===== config.mk =====
export PLATFORM = sky130hd
export DESIGN_NAME = pps_tod_counter
export DESIGN_NICKNAME = d
export VERILOG_FILES = /design/src/rtl/pps_pkg.sv /design/src/rtl/tod_event_capture.sv /design/src/rtl/pps_tod_counter.sv
export SDC_FILE = /design/constraint.sdc
export NUM_CORES = 1
export LEC_CHECK = 0
export CAP_MARGIN = 20
export CORE_ASPECT_RATIO = 1.75
export CORE_MARGIN = 2
export CORE_UTILIZATION = 45
export DETAILED_ROUTE_END_ITERATION = 6
export PLACE_DENSITY = 0.72
export SLEW_MARGIN = 0
export SYNTH_ARGS = -nofsm -noshare
export SYNTH_HDL_FRONTEND = slang
export SYNTH_SLANG_ARGS = --single-unit

===== constraint.sdc =====
create_clock -name aclk -period 7.4 [get_ports aclk]
set_clock_uncertainty 0.2 [all_clocks]
set_input_delay 1.48 -clock aclk [delete_from_list [all_inputs] [get_ports aclk]]
set_output_delay 1.48 -clock aclk [all_outputs]
set_load 0.05 [all_outputs]

===== src/rtl/pps_pkg.sv =====
`default_nettype none
// ============================================================================
// Module   : pps_pkg
// Brief    : Shared types and constants for the PPS/time-of-day datapath.
//            Also consumed by the receiver status and software register maps.
// Revision : 1.0 - initial release
// ============================================================================
package pps_pkg;

   // Time-of-day discipline state, encoded as reported on stat_state
   typedef enum logic [1:0] {
      UNLOCKED = 2'd0,
      LOCKED   = 2'd1,
      HOLDOVER = 2'd2
   } tod_state_t;

   // Default seconds counter width
   localparam int unsigned C_DEFAULT_SEC_WIDTH = 48;

endpackage : pps_pkg
`default_nettype wire


===== src/rtl/tod_event_capture.sv =====
`default_nettype none
// ============================================================================
// Module   : tod_event_capture
// Brief    : Rising-edge detector on a synchronous event level that latches
//            the current time of day and emits a one-cycle valid strobe.
// Revision : 1.0 - initial release
// ============================================================================
module tod_event_capture #(
   parameter int unsigned C_SEC_WIDTH  = 48,
   parameter int unsigned C_TICK_WIDTH = 27
) (
   input  logic                    aclk_i,
   input  logic                    aresetn_i,
   input  logic                    event_i,
   input  logic [C_SEC_WIDTH-1:0]  tod_sec_i,
   input  logic [C_TICK_WIDTH-1:0] tod_tick_i,
   output logic [C_SEC_WIDTH-1:0]  ts_sec_o,
   output logic [C_TICK_WIDTH-1:0] ts_tick_o,
   output logic                    ts_valid_o
);

   logic                    event_d_q;
   logic                    ts_valid_q;
   logic [C_SEC_WIDTH-1:0]  ts_sec_q;
   logic [C_TICK_WIDTH-1:0] ts_tick_q;
   logic                    w_rise;

   // tod inputs are the pre-update register values, so a capture on the same
   // edge as a tod update naturally records the old time
   assign w_rise = event_i && !event_d_q;

   // Edge history, capture registers and strobe
   always_ff @(posedge aclk_i or negedge aresetn_i) begin
      if (!aresetn_i) begin
         event_d_q  <= 1'b0;
         ts_valid_q <= 1'b0;
         ts_sec_q   <= '0;
         ts_tick_q  <= '0;
      end else begin
         event_d_q  <= event_i;
         ts_valid_q <= w_rise;
         if (w_rise) begin
            ts_sec_q  <= tod_sec_i;
            ts_tick_q <= tod_tick_i;
         end
      end
   end

   assign ts_sec_o   = ts_sec_q;
   assign ts_tick_o  = ts_tick_q;
   assign ts_valid_o = ts_valid_q;

endmodule : tod_event_capture
`default_nettype wire


===== src/rtl/pps_tod_counter.sv =====
`default_nettype none
// ============================================================================
// Module   : pps_tod_counter
// Brief    : PPS-disciplined time-of-day counter with holdover, deferred
//            seconds load and event timestamping.
// Revision : 1.0 - initial release
// ============================================================================
module pps_tod_counter
   import pps_pkg::*;
#(
   parameter  int unsigned C_CLOCK_FREQUENCY  = 125000000,
   parameter  int unsigned C_HOLDOVER_SECONDS = 4,
   parameter  int unsigned C_SEC_WIDTH        = C_DEFAULT_SEC_WIDTH,
   localparam int unsigned TW                 = $clog2(C_CLOCK_FREQUENCY)
) (
   input  logic                   aclk,
   input  logic                   aresetn,
   input  logic                   pps_in,
   input  logic                   pps_valid,
   input  logic [C_SEC_WIDTH-1:0] tod_load_sec,
   input  logic                   tod_load_valid,
   output logic                   tod_load_ready,
   input  logic                   event_in,
   output logic [C_SEC_WIDTH-1:0] ts_sec,
   output logic [TW-1:0]          ts_tick,
   output logic                   ts_valid,
   output logic [C_SEC_WIDTH-1:0] tod_sec,
   output logic [TW-1:0]          tod_tick,
   output logic                   pps_aligned,
   output logic [1:0]             stat_state,
   output logic [15:0]            stat_realign_cnt
);

   localparam logic [TW-1:0] C_TICK_MAX   = TW'(C_CLOCK_FREQUENCY - 1);
   localparam logic [3:0]    C_HOLD_LIMIT = 4'(C_HOLDOVER_SECONDS);

   tod_state_t             state_q, state_d;
   logic [TW-1:0]          tick_q, tick_d;
   logic [C_SEC_WIDTH-1:0] sec_q, sec_d;
   logic [C_SEC_WIDTH-1:0] load_sec_q, load_sec_d;
   logic                   load_pend_q, load_pend_d;
   logic [3:0]             miss_q, miss_d;
   logic [15:0]            realign_q, realign_d;
   logic                   aligned_q, aligned_d;
   logic                   w_pps_acc;
   logic                   w_wrap;

   assign w_pps_acc = pps_in && pps_valid;
   assign w_wrap    = (tick_q == C_TICK_MAX);

   // Counter, load, miss and realign next-state; an accepted PPS overrides the wrap
   always_comb begin
      tick_d      = tick_q + 1'b1;
      sec_d       = sec_q;
      load_pend_d = load_pend_q;
      load_sec_d  = load_sec_q;
      miss_d      = miss_q;
      realign_d   = realign_q;
      aligned_d   = w_pps_acc || w_wrap;

      if (w_pps_acc) begin
         tick_d = '0;
         sec_d  = load_pend_q ? load_sec_q : sec_q + 1'b1;
         miss_d = 4'd0;
      end else if (w_wrap) begin
         tick_d = '0;
         sec_d  = sec_q + 1'b1;
         if (miss_q != 4'hF) begin
            miss_d = miss_q + 1'b1;
         end
      end

      // A load only becomes pending after its transfer edge, so a PPS in the
      // transfer cycle still sees no pending value and uses sec+1
      if (w_pps_acc && load_pend_q) begin
         load_pend_d = 1'b0;
      end else if (tod_load_valid && !load_pend_q) begin
         load_pend_d = 1'b1;
         load_sec_d  = tod_load_sec;
      end

      if (w_pps_acc && !w_wrap && (state_q != UNLOCKED) && (realign_q != 16'hFFFF)) begin
         realign_d = realign_q + 1'b1;
      end
   end

   // Discipline FSM next-state, driven by accepted PPS and the next miss count
   always_comb begin
      state_d = state_q;
      case (state_q)
         UNLOCKED: begin
            if (w_pps_acc) state_d = LOCKED;
         end
         LOCKED: begin
            if (!w_pps_acc && (miss_d == 4'd1)) state_d = HOLDOVER;
         end
         HOLDOVER: begin
            if (w_pps_acc)                    state_d = LOCKED;
            else if (miss_d >= C_HOLD_LIMIT)  state_d = UNLOCKED;
         end
         default: state_d = UNLOCKED;
      endcase
   end

   // FSM state register
   always_ff @(posedge aclk or negedge aresetn) begin
      if (!aresetn) state_q <= UNLOCKED;
      else          state_q <= state_d;
   end

   // Datapath registers
   always_ff @(posedge aclk or negedge aresetn) begin
      if (!aresetn) begin
         tick_q      <= '0;
         sec_q       <= '0;
         load_sec_q  <= '0;
         load_pend_q <= 1'b0;
         miss_q      <= 4'd0;
         realign_q   <= 16'd0;
         aligned_q   <= 1'b0;
      end else begin
         tick_q      <= tick_d;
         sec_q       <= sec_d;
         load_sec_q  <= load_sec_d;
         load_pend_q <= load_pend_d;
         miss_q      <= miss_d;
         realign_q   <= realign_d;
         aligned_q   <= aligned_d;
      end
   end

   tod_event_capture #(
      .C_SEC_WIDTH  (C_SEC_WIDTH),
      .C_TICK_WIDTH (TW)
   ) u_event_capture (
      .aclk_i     (aclk),
      .aresetn_i  (aresetn),
      .event_i    (event_in),
      .tod_sec_i  (sec_q),
      .tod_tick_i (tick_q),
      .ts_sec_o   (ts_sec),
      .ts_tick_o  (ts_tick),
      .ts_valid_o (ts_valid)
   );

   assign tod_sec          = sec_q;
   assign tod_tick         = tick_q;
   assign tod_load_ready   = !load_pend_q;
   assign pps_aligned      = aligned_q;
   assign stat_state       = state_q;
   assign stat_realign_cnt = realign_q;

endmodule : pps_tod_counter
`default_nettype wire


==> results of run 1 <==
==> critical path: stages <==
cell and delay (ns):
clkdlybuf4s50_1 0.41, and2_1 0.31, a31oi_4 0.66, clkinv_2 0.90
nand2_4 0.39, o22ai_1 0.12, nor3_1 0.19
==> worst max-delay path by stage <==
| stage | from | endpoint | slack (ns) |
|---|---|---|---|
| floorplan | pps_in | stat_realign_cnt[15] | 3.96 |
| global placement | pps_in | tod_sec[38] | 2.65 |
| detailed placement | pps_in | tod_sec[38] | 2.60 |
| CTS | pps_in | tod_sec[38] | 3.12 |
| global route | pps_in | tod_sec[38] | 2.91 |
| finish | pps_in | tod_sec[31] | 3.10 |
==> power by group <==
group | internal, mW | switching (mW) | leakage (nW)
Sequential | 1.47 | 0.301 | 2.82
Clock | 0.675 | 0.457 | 0.356
Combinational | 0.507 | 0.959 | 2.54
Total | 2.65 | 1.72 | 5.71
==> cells in the mapped netlist (all sizes together), types with 3 or more instances <==
| cell | count | area, µm² |
|---|---|---|
| xnor2 | 29 | 254 |
| buf | 18 | 104 |
| nand2b | 4 | 25.0 |
| nand2 | 279 | 1050 |
| nand3 | 33 | 165 |
| or4 | 3 | 26.3 |
| and3 | 15 | 93.8 |
| nor4 | 12 | 96.3 |
| or2 | 3 | 18.8 |
| a22oi | 4 | 30.0 |
| ha | 4 | 50.1 |
| o21ai | 40 | 200 |
| or3 | 9 | 56.3 |
| inv | 9 | 33.8 |
| xor2 | 28 | 245 |
| mux2 | 52 | 586 |
| and4 | 9 | 78.8 |
| nor2 | 65 | 244 |
| o22ai | 6 | 37.5 |
| a211oi | 4 | 35.0 |
| and2 | 7 | 43.8 |
| clkbuf | 31 | 116 |
| nand4 | 37 | 231 |
| nor3 | 25 | 130 |
| a31oi | 5 | 46.3 |
| a311oi | 7 | 61.3 |
| a21oi | 30 | 150 |
| dfrtp | 224 | 5610 |
==> through the flow <==
step | util, % | power (mW) | instances | instance area, µm² | setup slack [ns]
6_report | 60.4 | 4.37 | 1545 | 13300 | 3.10
3_3_place_gp | 57.0 | 3.23 | 1506 | 12600 | 2.65
5_1_grt | 60.4 | 4.54 | 1545 | 13300 | 2.91
3_5_place_dp | 57.1 | 3.25 | 1507 | 12600 | 2.60
2_1_floorplan | - | 2.65 | 1028 | 10100 | 3.96
4_1_cts | 60.4 | 4.39 | 1543 | 13300 | 3.12
==> routing by layer <==
layer | track usage (%) | share of wire (%) | up-vias
met5 | 0 | 0 | -
met4 | 10.6 | 4.2 | 0
met3 | 3.44 | 5.4 | 71
met2 | 42.6 | 52 | 306
met1 | 28.5 | 39 | 4119
li1 | - | - | 3950
==> logic make-up after synthesis <==
logic type / Yosys count / synth area share [%]
adder cells (fa/ha/maj): 4 / 0.494
AND/OR/NAND/NOR: 514 / 23.6
buffers and inverters: 60 / 2.60
AO/OA/AOI/OAI: 116 / 7.17
multiplexers: 53 / 5.88
flip-flops: 224 / 55.4
XOR/XNOR: 57 / 4.93
==> final cells by class <==
cell class	instances	share of cell area, %
flip-flops and latches	224	42.0
multi-input cells	744	32.1
repair buffers	232	17.4
clock buffers	29	4.54
well taps	296	2.78
clock inverters	7	0.826
inverters	11	0.319
diodes	2	0.0375
==> flip-flops by register name, indices dropped and copies added (netlist names) <==
register / flops
load_sec_q: 48
tod_sec: 48
u_event_capture.ts_sec_o: 48
tod_tick: 27
u_event_capture.ts_tick_o: 27
stat_realign_cnt: 16
miss_q: 4
stat_state: 2
load_pend_q: 1
pps_aligned: 1
u_event_capture.event_d_q: 1
u_event_capture.ts_valid_o: 1
==> flow_summary.ini, run 1 <==
[status]
status = finished, final reports clean

[final_layout]
fillers = 1928
regArea_um2 = 5610
drive_gt1_share_pct = 9.14
multi_input_area_um2 = 4270
final_cell_mix = nand2_1, dfrtp_1, clkdlybuf4s50_1
area_delta_synth_final_pct = 31.7
final_common_cell = nand2_1
nNetsFinal = 1292

[place]
dp_hpwl_mm = 20.7
port_buffers = 224
gp_congestion = 0.889

[routing]
avgRoutedWirePerCell_um = 18.5
antenna_left = 0
drtIter0Drc = 665
viasPerCell = 5.47
routed_wl_mm = 28.6
drt_first_pass_iters = 5
num_vias = 8446
drc_errors = 0

[critical_path]
timing.rr.start = tod_tick[0]
reg2reg_depth = 8
arrival_ns = 4.50
worstPathRequired_ns = 7.60
worstSetupPathType = in -> reg
cp_max_fo = 56
r2r_end = tod_sec[31]
endpoint_kind = register
cp-start-kind = primary input
r2r_slack_ns = 3.56

[die]
die_x_um = 117
row_count = 72
dieArea_um2 = 23800
die_h_um = 202
start_util_pct = 45.9
core_um2 = 22100
io_pins = 225

[power_and_ir_drop]
cellLeakagePower_nw = 5.71
ir_drop_mv = 0.311
power_density_nw_per_um2 = 328

[global_routing]
gr-total-overflow = 0
antenna_found_initial = 2
grt_first_pass_wirelength_mm = 45.7
grt_pass1_vias = 8372
grt_max_degree = 87
track_usage_pct = 23.9

[synthesis]
syn_inst = 1028
async_reset_ff_share_pct = 100
synthesis.nets = 1086
synth_seq_area_share_pct = 55.4
syn_area_per_cell_um2 = 9.85
synth_enable_flop_cells = 0
synth.distinct_cells = 69
yosys_warnings = 0
ys.flop_type = dfrtp_1
ys_seq_elements = 224
synth_area_um2 = 10100

[clock_network]
cts_tree = built
clk_pin_slew_ns = 0.07
clock_path_buffers = 3
clkLatencyLatePin_ns = 0.49
hold_buffers = 0
clock-sinks = 224
htree_levels = 1
cts_resized = 0
cts-root-buf = clkbuf_16
post_cts_buffers = 0
cts_made_buffers = 21

[sta]
setup_tns_ns = 0
period_needed_ns = 4.30
finalHoldViolCount = 0
worstMarginPinSlew_ns = 0.951
slew_headroom_pct = 36.6
drv_slew = 0
setup_viol = 0
whs_ns = 0.270
max_freq_mhz = 233
rsz0062_at_grt = no
fin_crit_sh_pct = 58.1

[flow_run]
cap_violations = 0

[hold_path]
min_path_type = reg -> reg
min_from = u_event_capture.ts_tick_o[7]
holdPathEnd = u_event_capture.ts_tick_o[7]
min_delay_path_depth = 2
Note: power is estimated with default switching activity, not from simulation.
==> run 2: changes to the inputs <==
--- a/config.mk
+++ b/config.mk
@@ -10,7 +10,7 @@
 export CORE_MARGIN = 2
 export CORE_UTILIZATION = 45
 export DETAILED_ROUTE_END_ITERATION = 6
-export PLACE_DENSITY = 0.72
+export PLACE_DENSITY = 0.75
 export SLEW_MARGIN = 0
 export SYNTH_ARGS = -nofsm -noshare
 export SYNTH_HDL_FRONTEND = slang
==> constraint.sdc (replaced) <==
create_clock -name aclk -period 3.6 [get_ports aclk]
set_clock_uncertainty 0.2 [all_clocks]
set_input_delay 0.72 -clock aclk [delete_from_list [all_inputs] [get_ports aclk]]
set_output_delay 0.72 -clock aclk [all_outputs]
set_load 0.05 [all_outputs]
==> run 2 against run 1 <==
Compared with the run above: the flow now finishes with violations (hold timing); routed wire length increased by 2.0%; non-clock buffer count increased by 22; die area unchanged; combinational power increased by 110%; largest cell class unchanged; largest power group unchanged; register-to-register slack got worse by 3.0 ns.
==> flow_summary.ini, run 2 (synthesis results as in run 1) <==
[clock_network]
cts_tree = built
htree_levels = 1
cts-root-buf = clkbuf_16
cts_made_buffers = 22
hold_buffers = 0
post_cts_buffers = 0
clkLatencyLatePin_ns = 0.51
clock-sinks = 224
clk_pin_slew_ns = 0.07
cts_resized = 0
clock_path_buffers = 3

[sta]
whs_ns = -0.00982
fin_crit_sh_pct = 84.6
worstMarginPinSlew_ns = 0.833
period_needed_ns = 3.04
setup_viol = 0
worst_slack_ns = 0.556
finalHoldViolCount = 4
slew_headroom_pct = 44.5
drv_slew = 0
max_freq_mhz = 328
setup_tns_ns = 0
rsz0062_at_grt = no

[critical_path]
reg2reg_depth = 8
cp_max_fo = 29
worstSetupPathType = reg -> reg
cp_cell_sequence = or4b_4 -> nor4_4 -> a31oi_4 -> clkinv_2 -> buf_4 -> nand4_1 -> xor2_1 -> a21oi_1
cp-start-kind = register
r2r_slack_ns = 0.56
arrival_ns = 3.28
critPathSlowestCell = or4b_4
r2r_end = tod_sec[28]
startpoint = tod_tick[7]
timing.rr.start = tod_tick[7]
worstPathRequired_ns = 3.84
endpoint_kind = register
max_stage_delay_ns = 0.58

[die]
io_pins = 225
start_util_pct = 45.9
row_count = 72
die_x_um = 117
core_um2 = 22100
die_h_um = 202
dieArea_um2 = 23800

[routing]
antenna_left = 0
routed_wl_mm = 29.2
drtIter0Drc = 838
num_vias = 8608
drc_errors = 0
drt_first_pass_iters = 5
avgRoutedWirePerCell_um = 18.7
viasPerCell = 5.50

[global_routing]
grt_max_degree = 83
grt_first_pass_wirelength_mm = 46.3
antenna_found_initial = 0
gr-total-overflow = 0
track_usage_pct = 24.1
grt_pass1_vias = 8539

[place]
dp.cells = 1529
port_buffers = 224
pre_cts_slack_ns = 0.576
dp_hpwl_mm = 21.4
gp_congestion = 0.932

[final_layout]
area_delta_synth_final_pct = 33.9
drive_gt1_share_pct = 10.8
final_common_cell = nand2_1
nNetsFinal = 1315
final_util_pct = 61.4
fillers = 1813
final_cell_mix = nand2_1, dfrtp_1, clkdlybuf4s50_1
stdcell_count = 1566
diodes = 0

[power_and_ir_drop]
ir_drop_mv = 0.579
cellLeakagePower_nw = 5.84
power_density_nw_per_um2 = 669

[status]
violations = hold timing
status = finished with violations

[hold_path]
min_path_type = in -> async

[flow_run]
cap_violations = 0
==> run 2: final cells by class <==
cell class,instances,area [µm²],area share (%)
clock inverter,8,96.3,0.711
clock buffer,29,628,4.64
timing repair buffer,254,2530,18.7
inverter,11,42.5,0.314
multi-input combinational,744,4270,31.5
sequential,224,5610,41.4
tap,296,370,2.73
==> run 2: layer usage <==
| layer | vias up | track usage [%] | part of all wire [%] |
|---|---|---|---|
| met2 | 332 | 42.8 | 52 |
| met4 | 0 | 9.25 | 3.7 |
| li1 | 4002 | - | - |
| met1 | 4193 | 29.5 | 38 |
| met3 | 81 | 3.89 | 6.5 |
| met5 | - | 0 | 0 |
==> run 2: per-stage QoR <==
stage / power, mW / instance area (µm²)
6_report: 9.07 / 13600
5_1_grt: 9.43 / 13600
4_1_cts: 9.11 / 13600
3_5_place_dp: 6.75 / 12800
3_3_place_gp: 6.71 / 12800
2_1_floorplan: 5.45 / 10100
==> run 2: critical path, delay by kind of cell (launching register included) <==
| family | cells | cell delay [ns] |
|---|---|---|
| simple gates | 3 | 1.18 |
| buf+inv | 2 | 0.55 |
| flops | 1 | 0.47 |
| compound gates | 2 | 0.39 |
| xor+xnor | 1 | 0.17 |
==> run 2: worst max path at each step <==
| stage | cells past startpoint | to |
|---|---|---|
| after floorplan | 7 | stat_realign_cnt[15] |
| after global placement | 8 | tod_sec[28] |
| after detailed placement | 8 | tod_sec[28] |
| after CTS | 8 | tod_sec[28] |
| after global routing | 6 | stat_state[1] |
| final | 8 | tod_sec[28] |
==> run 2: report_power, final <==
group / switching [mW] / total, mW / internal (mW)
registers: 0.582 / 3.60 / 3.02
logic: 2.03 / 3.12 / 1.09
clock network: 0.973 / 2.34 / 1.37
